--- src/rtl/draw_pkg.sv ---
// Definitions shared by the frame sequencer and the draw controllers it drives.
// The state encoding is exported so bound checkers can decode state_dbg.
package draw_pkg;

  localparam logic [2:0] ST_IDLE    = 3'd0;
  localparam logic [2:0] ST_BG_REQ  = 3'd1;
  localparam logic [2:0] ST_BG_REL  = 3'd2;
  localparam logic [2:0] ST_OBJ_REQ = 3'd3;
  localparam logic [2:0] ST_OBJ_REL = 3'd4;
  localparam logic [2:0] ST_DONE    = 3'd5;

  localparam int SCREEN_PIXELS = 76800;

endpackage

--- src/rtl/frame_draw_sequencer_if.sv ---
// Start/done links between the frame sequencer (master) and the two drawers (slave).
interface frame_draw_sequencer_if;

  // Four-phase level handshake, per client: master raises start and holds it
  // until it samples done=1, drops start on the next cycle, and never re-raises
  // start to that client until it has sampled done=0. done may linger high
  // after start falls for as long as the drawer needs.
  logic       start_draw_bg;
  logic       clear_screen;
  logic       draw_bg_done;
  logic       start_draw_obj;
  logic [2:0] obj_index;
  logic       draw_obj_done;

  modport master (
    output start_draw_bg,
    output clear_screen,
    output start_draw_obj,
    output obj_index,
    input  draw_bg_done,
    input  draw_obj_done
  );

  modport slave (
    input  start_draw_bg,
    input  clear_screen,
    input  start_draw_obj,
    input  obj_index,
    output draw_bg_done,
    output draw_obj_done
  );

endinterface

--- src/rtl/frame_tick_gen.sv ---
// Free-running frame pacing counter; frame_tick is high for the single cycle
// in which the counter holds TICK_DIV-1.
module frame_tick_gen #(
  parameter int TICK_DIV = 833333
) (
  input  logic clock,
  input  logic resetn,
  output logic frame_tick
);

  localparam int CW = (TICK_DIV > 2) ? $clog2(TICK_DIV) : 1;
  localparam logic [CW-1:0] LAST = CW'(TICK_DIV - 1);

  logic [CW-1:0] cnt;

  always_ff @(posedge clock or negedge resetn) begin
    if (!resetn) begin
      cnt <= '0;
    end else if (cnt == LAST) begin
      cnt <= '0;
    end else begin
      cnt <= cnt + CW'(1);
    end
  end

  assign frame_tick = (cnt == LAST);

endmodule

--- src/rtl/frame_draw_sequencer.sv ---
// Per-frame initiator: on each frame tick requests one background draw, then
// one draw per object slot (skipped on clear frames), then pulses frame_done.
module frame_draw_sequencer
  import draw_pkg::*;
#(
  parameter int TICK_DIV = 833333,
  parameter int NUM_OBJ  = 4
) (
  input  logic                  clock,
  input  logic                  resetn,
  input  logic                  enable,
  input  logic                  game_over,
  frame_draw_sequencer_if.master draw,
  output logic                  frame_busy,
  output logic                  frame_done,
  output logic [7:0]            frame_count,
  output logic [7:0]            overrun_count,
  output logic [2:0]            state_dbg
);

  localparam logic [2:0] LAST_OBJ = 3'(NUM_OBJ - 1);

  logic       frame_tick;
  logic [2:0] state;
  logic [2:0] state_nx;
  logic       start_bg_q;
  logic       start_obj_q;
  logic       clear_q;
  logic [2:0] obj_idx_q;

  frame_tick_gen #(
    .TICK_DIV (TICK_DIV)
  ) u_tick (
    .clock      (clock),
    .resetn     (resetn),
    .frame_tick (frame_tick)
  );

  always_comb begin
    state_nx = state;
    case (state)
      ST_IDLE:    if (frame_tick && enable) state_nx = ST_BG_REQ;
      ST_BG_REQ:  if (draw.draw_bg_done)    state_nx = ST_BG_REL;
      ST_BG_REL:  if (!draw.draw_bg_done)   state_nx = clear_q ? ST_DONE : ST_OBJ_REQ;
      ST_OBJ_REQ: if (draw.draw_obj_done)   state_nx = ST_OBJ_REL;
      ST_OBJ_REL: if (!draw.draw_obj_done)  state_nx = (obj_idx_q == LAST_OBJ) ? ST_DONE : ST_OBJ_REQ;
      ST_DONE:    state_nx = ST_IDLE;
      default:    state_nx = ST_IDLE;
    endcase
  end

  // Request and status outputs are decoded from the next state so they are
  // registered yet line up exactly with the state they belong to.
  always_ff @(posedge clock or negedge resetn) begin
    if (!resetn) begin
      state         <= ST_IDLE;
      start_bg_q    <= 1'b0;
      start_obj_q   <= 1'b0;
      clear_q       <= 1'b0;
      obj_idx_q     <= 3'd0;
      frame_busy    <= 1'b0;
      frame_done    <= 1'b0;
      frame_count   <= 8'd0;
      overrun_count <= 8'd0;
    end else begin
      state       <= state_nx;
      start_bg_q  <= (state_nx == ST_BG_REQ);
      start_obj_q <= (state_nx == ST_OBJ_REQ);
      frame_busy  <= (state_nx != ST_IDLE);
      frame_done  <= (state_nx == ST_DONE);

      if (state == ST_IDLE && state_nx == ST_BG_REQ) begin
        clear_q   <= game_over;
        obj_idx_q <= 3'd0;
      end
      if (state == ST_OBJ_REL && state_nx == ST_OBJ_REQ) begin
        obj_idx_q <= obj_idx_q + 3'd1;
      end
      if (state == ST_DONE) begin
        frame_count <= frame_count + 8'd1;
        clear_q     <= 1'b0;
      end

      // A tick that cannot start a frame is dropped and counted, never queued.
      if (frame_tick && state != ST_IDLE && overrun_count != 8'hFF) begin
        overrun_count <= overrun_count + 8'd1;
      end
    end
  end

  assign draw.start_draw_bg  = start_bg_q;
  assign draw.start_draw_obj = start_obj_q;
  assign draw.clear_screen   = clear_q;
  assign draw.obj_index      = obj_idx_q;
  assign state_dbg           = state;

endmodule

--- src/flat_wrapper.sv ---
// flat-port wrapper written by rule: the top's interface ports become plain ports
module frame_draw_sequencer_flat import draw_pkg::*;
#(
  parameter int TICK_DIV = 833333,
  parameter int NUM_OBJ  = 4
)
  (clock, resetn, enable, game_over, frame_busy, frame_done, frame_count, overrun_count, state_dbg, draw_start_draw_bg, draw_clear_screen, draw_start_draw_obj, draw_obj_index, draw_draw_bg_done, draw_draw_obj_done);
  frame_draw_sequencer_if draw_i ();
  input  logic clock;
  input  logic resetn;
  input  logic enable;
  input  logic game_over;
  output logic frame_busy;
  output logic frame_done;
  output logic [7:0] frame_count;
  output logic [7:0] overrun_count;
  output logic [2:0] state_dbg;
  output wire logic [$bits(draw_i.start_draw_bg)-1:0] draw_start_draw_bg;
  output wire logic [$bits(draw_i.clear_screen)-1:0] draw_clear_screen;
  output wire logic [$bits(draw_i.start_draw_obj)-1:0] draw_start_draw_obj;
  output wire logic [$bits(draw_i.obj_index)-1:0] draw_obj_index;
  input wire logic [$bits(draw_i.draw_bg_done)-1:0] draw_draw_bg_done;
  input wire logic [$bits(draw_i.draw_obj_done)-1:0] draw_draw_obj_done;
  assign draw_start_draw_bg = draw_i.start_draw_bg;
  assign draw_clear_screen = draw_i.clear_screen;
  assign draw_start_draw_obj = draw_i.start_draw_obj;
  assign draw_obj_index = draw_i.obj_index;
  assign draw_i.draw_bg_done = draw_draw_bg_done;
  assign draw_i.draw_obj_done = draw_draw_obj_done;
  frame_draw_sequencer #(.TICK_DIV(TICK_DIV), .NUM_OBJ(NUM_OBJ)) u_core (.clock(clock), .resetn(resetn), .enable(enable), .game_over(game_over), .draw(draw_i), .frame_busy(frame_busy), .frame_done(frame_done), .frame_count(frame_count), .overrun_count(overrun_count), .state_dbg(state_dbg));
endmodule
--- config.mk ---
export PLATFORM = sky130hd
export DESIGN_NAME = frame_draw_sequencer_flat
export DESIGN_NICKNAME = d
export VERILOG_FILES = /design/src/rtl/draw_pkg.sv /design/src/rtl/frame_draw_sequencer_if.sv /design/src/rtl/frame_tick_gen.sv /design/src/rtl/frame_draw_sequencer.sv /design/src/flat_wrapper.sv
export SDC_FILE = /design/constraint.sdc
export NUM_CORES = 1
export LEC_CHECK = 0
export BUFFER_PORTS_ARGS = -buffer_cell sky130_fd_sc_hd__buf_2
export CAP_MARGIN = 20
export CELL_PAD_IN_SITES_DETAIL_PLACEMENT = 1
export CELL_PAD_IN_SITES_GLOBAL_PLACEMENT = 2
export CORE_MARGIN = 2
export CORE_UTILIZATION = 25
export DETAILED_ROUTE_END_ITERATION = 10
export MAX_ROUTING_LAYER = met4
export PLACE_DENSITY = 0.59
export SETUP_SLACK_MARGIN = 0.1
export SYNTH_ARGS = -nofsm -noshare
export SYNTH_HDL_FRONTEND = slang
export SYNTH_SLANG_ARGS = --single-unit
--- constraint.sdc ---
create_clock -name clock -period 1.9 [get_ports clock]
set_clock_uncertainty 0.1 [all_clocks]
set_input_delay 0.285 -clock clock [delete_from_list [all_inputs] [get_ports clock]]
set_output_delay 0.285 -clock clock [all_outputs]
set_load 0.005 [all_outputs]
Word level (Yosys, flattened, before mapping):

Cells that the tools add are included.

* memories kept: 0
* latch bits: 0
* bits in writable memories: 0
* register bits after elaboration: 47
* logic and storage cells: 48
* memory bits (read-only): 0

* reduce and logical (&&, ||, !) cells: 10
* equality and inequality tests: 11
* $mul: 0
* add/subtract/negate cells: 4
* div/mod/pow operators: 0
* $lt $le $gt $ge: 0
* bitwise logic cells: 0
* shifts and indexed selects: 0
* multiplexer cells: 13

Operators by type and width (number)
* 3-bit 2-to-1 mux: 9
* 20-bit by 1-bit adder with 20-bit output, second input constant: 1
* 20-bit equality test, second input constant: 1
* 20-bit 2-to-1 mux: 1
* 8-bit by 1-bit adder with 8-bit output, second input constant: 2
* 3-bit one-hot mux with 5 select lines: 1
* 3-bit by 2-bit equality test with 1-bit output, second input constant: 4
* 3-bit equality test, second input constant: 3
* 8-bit != test, second input constant: 1
* 3-bit by 1-bit equality test with 1-bit output, second input constant: 2
* 3-bit nonzero test: 2
* 1-bit logical AND: 5
* 2-bit nonzero test: 2
* 3-bit by 1-bit adder with 3-bit output, second input constant: 1
* 3-bit zero test: 1
* 1-bit 2-to-1 mux: 2

Logic depth before layout (Yosys ltp):

* depth after elaboration: 8
* gate-level depth with buffers: 7

Modules after synthesis:

Synthesis repeated with hierarchy kept, for this count alone.

* cells, all modules: 216
* area total of the unflattened synthesis: 2331.0 µm²

By module, submodules not included
* frame_draw_sequencer: area an instance 1303.8 µm², cells an instance 118, times used 1
* frame_tick_gen: area an instance 1027.2 µm², cells an instance 98, times used 1

Worst setup path after synthesis:

Ideal clock, no wire load.

* path type: reg-to-reg
* start point: register u_core.obj_idx_q[0], in the netlist u_core.draw.obj_index[0]
* end point: register u_core.obj_idx_q[0], in the netlist u_core.draw.obj_index[0]
* library setup time: 0.083 ns
* slack: 0.017 ns
* buffers on the path: 1
* stages on the path, launching flop included: 7
* arrival: 1.700 ns
* cells stage by stage: dfrtp_1 > ha_1 > ha_1 > or4_1 > buf_6 > or2_2 > o21ai_0

* longest elaborated chain between the ends: 7
* elaborated cells between the ends (all ways): 11
* those cells by class: add/sub (1); eq/ne (3); mux (4); reduce/logical (3)

Ends and longest elaborated chain
* from (decl): line frame_draw_sequencer.sv:29 `logic [2:0] obj_idx_q;`
* from (signal assigned): line frame_draw_sequencer.sv:77 `obj_idx_q <= obj_idx_q + 3'd1;`
* 3-bit by 2-bit equality test with 1-bit output: line frame_draw_sequencer.sv:46 `ST_OBJ_REL: if (!draw.draw_obj_done) state_nx = (obj_idx_q == LAST_OBJ) ? ST_DONE : ST_OBJ_REQ;`
* 3-bit 2-to-1 mux (2 in a row): line frame_draw_sequencer.sv:46
* 3-bit one-hot mux with 5 select lines: line frame_draw_sequencer.sv:41 `case (state)`
* 3-bit by 2-bit equality test with 1-bit output or 3-bit by 1-bit equality test with 1-bit output (tied branches): line frame_draw_sequencer.sv:76, frame_draw_sequencer.sv:72
* 1-bit logical AND (on tied branches): line frame_draw_sequencer.sv:76, frame_draw_sequencer.sv:72
* 3-bit 2-to-1 mux or 2-bit nonzero test (tied branches)

Several ways; a longest one is shown, not always the timed one.
A chain may end at the register's enable or synchronous reset.

Worst setup path after layout:

* start point: register u_core.obj_idx_q[1], in the netlist u_core.draw.obj_index[1]
* end point: register u_core.start_obj_q, in the netlist u_core.draw.start_draw_obj

* longest elaborated chain between the ends: 5

Ends and longest elaborated chain
* 3-bit by 2-bit equality test with 1-bit output: line frame_draw_sequencer.sv:46
* 3-bit 2-to-1 mux (2 in a row): line frame_draw_sequencer.sv:46
* 3-bit one-hot mux with 5 select lines: line frame_draw_sequencer.sv:41
* net u_core.state_nx[1]: line frame_draw_sequencer.sv:25 `logic [2:0] state_nx;`
* 3-bit by 2-bit equality test with 1-bit output: line frame_draw_sequencer.sv:68 `start_obj_q <= (state_nx == ST_OBJ_REQ);`
* to (signal assigned): line frame_draw_sequencer.sv:68
* to (decl): line frame_draw_sequencer.sv:27 `logic start_obj_q;`

The timed path passes the listed nets, and every way through them passes these cells.

==> impl_metrics.env <==
export IMPL_async_reset_ff_frac=1.000
export IMPL_path_class="flip-flop to flip-flop"
export IMPL_rsz0062_at_grt="yes"
export IMPL_drive_gt1_frac=0.4013
export IMPL_stdcell_area_um2=3346
export IMPL_diodes=0
export IMPL_cp_data_arrival_time_ps=1950
export IMPL_hold_path_cell_count=3
export IMPL_ir_drop_mv=0.2938
export IMPL_holdCritPathClass="input pin to flip-flop"
export IMPL_reg2reg_from="u_core.draw.obj_index[1]$_DFFE_PN0P_"
export IMPL_hold_viol_final=0
export IMPL_status="finished, final reports clean"
export IMPL_crit_required_ps=2040
export IMPL_critical_path_buf_inv_count=0
export IMPL_min_period_ps=1812
export IMPL_layout_cells_most_common="dfrtp_1"
export IMPL_maxCapViolCount=0
export IMPL_ant_nets=0
export IMPL_gp_congestion=0.7133
export IMPL_r2r_end="u_core.draw.start_draw_obj$_DFF_PN0_"
export IMPL_synth_edf_count=0
export IMPL_core_um2=9109
export IMPL_grt_pass1_wl_um=9694
export IMPL_dp_cells=395
export IMPL_die_width_um=100.3
export IMPL_fin_ws_ps=88.21
export IMPL_fill_cells=1023
export IMPL_cts_tree="done"
export IMPL_track_usage=0.1278
export IMPL_synth_seq_cells=47
export IMPL_clock_path_buffers=2
export IMPL_routed_wl_um=6152
export IMPL_antenna_found_initial=0
export IMPL_initialDrtViolationCount=36
export IMPL_setup_violations=0
export IMPL_holdPathEnd="u_core.draw.clear_screen$_DFFE_PN0P_"
export IMPL_place_worst_setup_slack_ps=32.01
export IMPL_fin_nets=310
export IMPL_cts_htree_levels=2
export IMPL_row_count=35
export IMPL_r2r_setup_slack_ps=90
export IMPL_period_share=0.9536
export IMPL_grt_max_degree=48
export IMPL_worstPathCellList="ha_2, ha_4, or4_4, o41ai_4, a21boi_2"
export IMPL_cts_root_buffer="clkbuf_8"
export IMPL_start_util=0.2547
export IMPL_clkTransAtPathRegs_ps=90
export IMPL_max_stage_delay_ps=570
export IMPL_relSlewSlack=0.7451
export IMPL_clock_sinks=47
export IMPL_cp_max_fo=6
export IMPL_netlist_area_leader_share=0.5070
export IMPL_synth_warnings=0
export IMPL_io_buffers=32
export IMPL_pin_count=33
export IMPL_yosysTopAreaCell="dfrtp_1"
export IMPL_avgViaCountPerCell=4.607
export IMPL_max_clock_freq_mhz=551.9
export IMPL_drc=0
export IMPL_synthDistinctLibCells=43
export IMPL_final_cells=410
export IMPL_critPathCaptureType="flip-flop"
export IMPL_die_h_um=100.3
export IMPL_synth_flop_cell="dfrtp_1"
export IMPL_slowest_stage="or4_4"
export IMPL_netlist_instances=219
export IMPL_slew_violations=0
export IMPL_dr_pass1_iters=4
export IMPL_netlist_top_cells_area="dfrtp_1, xor2_1, xnor2_1"
export IMPL_worst_slew_pin_slew_ps=381.0
export IMPL_worstRegToRegCells=5
export IMPL_place_detailed_hpwl_um=4386
export IMPL_vias=1889
export IMPL_p_leak_nw=1.593
export IMPL_critPathTopFamily="simple AND/OR/NAND/NOR gates"
export IMPL_worst_setup_path_start_kind="flip-flop"
export IMPL_fin_util=0.3673
export IMPL_synth_net_count=231
export IMPL_clk_insertion_delay_late_ps=310
export IMPL_post_synth_cell_area_avg_um2=10.59
export IMPL_grt_ovfl_total=0
export IMPL_cts_buffers=5
export IMPL_final_cell_mix="dfrtp_1, buf_4, buf_2, nand2_1, nor2_1"
export IMPL_place_area_um2=2930
export IMPL_grt_pass1_vias=1862
export IMPL_tns_ps=0
export IMPL_synthToLayoutAreaGrowth_pct=44.23
export IMPL_synth_area_um2=2320
export IMPL_die_area_um2=10070
export IMPL_ys_seq_area_frac=0.5070
export IMPL_power_density_nw_per_um2=903.1
export IMPL_wire_per_inst_um=15.00
export IMPL_hold_path_startpoint="game_over"
[sequential cells by signal (all words and copies together), names as in the netlist]
signal                      count
u_core.draw.clear_screen        1
u_core.draw.obj_index           3
u_core.draw.start_draw_bg       1
u_core.draw.start_draw_obj      1
u_core.frame_busy               1
u_core.frame_count              8
u_core.frame_done               1
u_core.overrun_count            8
u_core.state_dbg                3
u_core.u_tick.cnt              20
[kinds of logic after synthesis]
| group | count (synthesis) | synth area share |
|---|---|---|
| and+or+nand+nor | 100 | 0.2454 |
| DFF | 47 | 0.5070 |
| buffers and inverters | 15 | 0.02966 |
| AOI/OAI and AO/OA | 18 | 0.05717 |
| xor gates and xnor gates | 28 | 0.1057 |
| adders and majority gates | 6 | 0.03236 |
| muxes | 5 | 0.02265 |
[per-stage QoR]
step | power [mW] | hold slack (ps)
finish | 3.021 | 117.5
global route | 3.226 | 122.3
CTS | 2.992 | 116.9
detailed placement | 1.999 | 196.0
global placement | 1.987 | 195.1
floorplan | 1.621 | -110.6
[where the power goes]
part | internal, mW | leakage [nW] | switching (mW)
clock | 0.525 | 0.0644 | 0.368
sequential | 1.12 | 0.628 | 0.0877
combinational | 0.446 | 0.901 | 0.478
[worst max-delay path by stage]
stage / startpoint / end / slack [ps] / cells past startpoint
finish: u_core.draw.obj_index[1]$_DFFE_PN0P_ / u_core.draw.start_draw_obj$_DFF_PN0_ / 90 / 5
CTS: u_core.u_tick.cnt[0]$_DFF_PN0_ / u_core.overrun_count[1]$_DFFE_PN0P_ / 50 / 6
global route: u_core.u_tick.cnt[1]$_DFF_PN0_ / u_core.overrun_count[6]$_DFFE_PN0P_ / 20 / 6
detailed placement: u_core.u_tick.cnt[0]$_DFF_PN0_ / u_core.overrun_count[5]$_DFFE_PN0P_ / 30 / 7
global placement: u_core.draw.obj_index[0]$_DFFE_PN0P_ / u_core.draw.start_draw_obj$_DFF_PN0_ / 30 / 5
floorplan: u_core.draw.obj_index[0]$_DFFE_PN0P_ / u_core.draw.obj_index[0]$_DFFE_PN0P_ / 60 / 6
[layout make-up]
type / instances / area, µm² / share of cell area
multi-input combinational: 157 / 1313 / 0.3923
sequential: 47 / 1176 / 0.3515
timing repair buffer: 77 / 544.3 / 0.1627
tap: 111 / 138.9 / 0.04151
clock buffer: 5 / 68.82 / 0.02057
clock inverter: 3 / 67.56 / 0.02019
inverter: 10 / 37.54 / 0.01122
[cells in the mapped netlist (4+ instances only)]
| library cell | number |
|---|---|
| and3_1 | 4 |
| xnor2_1 | 13 |
| nor4_1 | 7 |
| xor2_1 | 15 |
| nand2_1 | 21 |
| nand4_1 | 6 |
| ha_1 | 6 |
| nand3_1 | 14 |
| nand2b_1 | 4 |
| nor2_1 | 17 |
| dfrtp_1 | 47 |
| inv_1 | 10 |
| nor3_1 | 8 |
[repair_timing]
action,4_1_cts,5_1_grt
resized for setup,11,28
pin swaps,2,15
hold buffers,1,0
endpoints found under the hold margin,47,0
setup buffers,4,2
endpoints found under the setup margin,14,28
[metal layers]
metal,vias to the layer above,track usage,part of all wire
li1,926,-,-
met1,931,0.1662,0.48
met2,26,0.1998,0.48
met3,6,0.03482,0.034
met4,0,0.02845,0.010
met5,-,-,0
[worst min-delay path: cells and delay by family]
kind,cells,cell delay [ps]
mux,1,60
buf+inv,1,100
simple gates,1,50
Note: power is estimated with default switching activity, not from simulation.
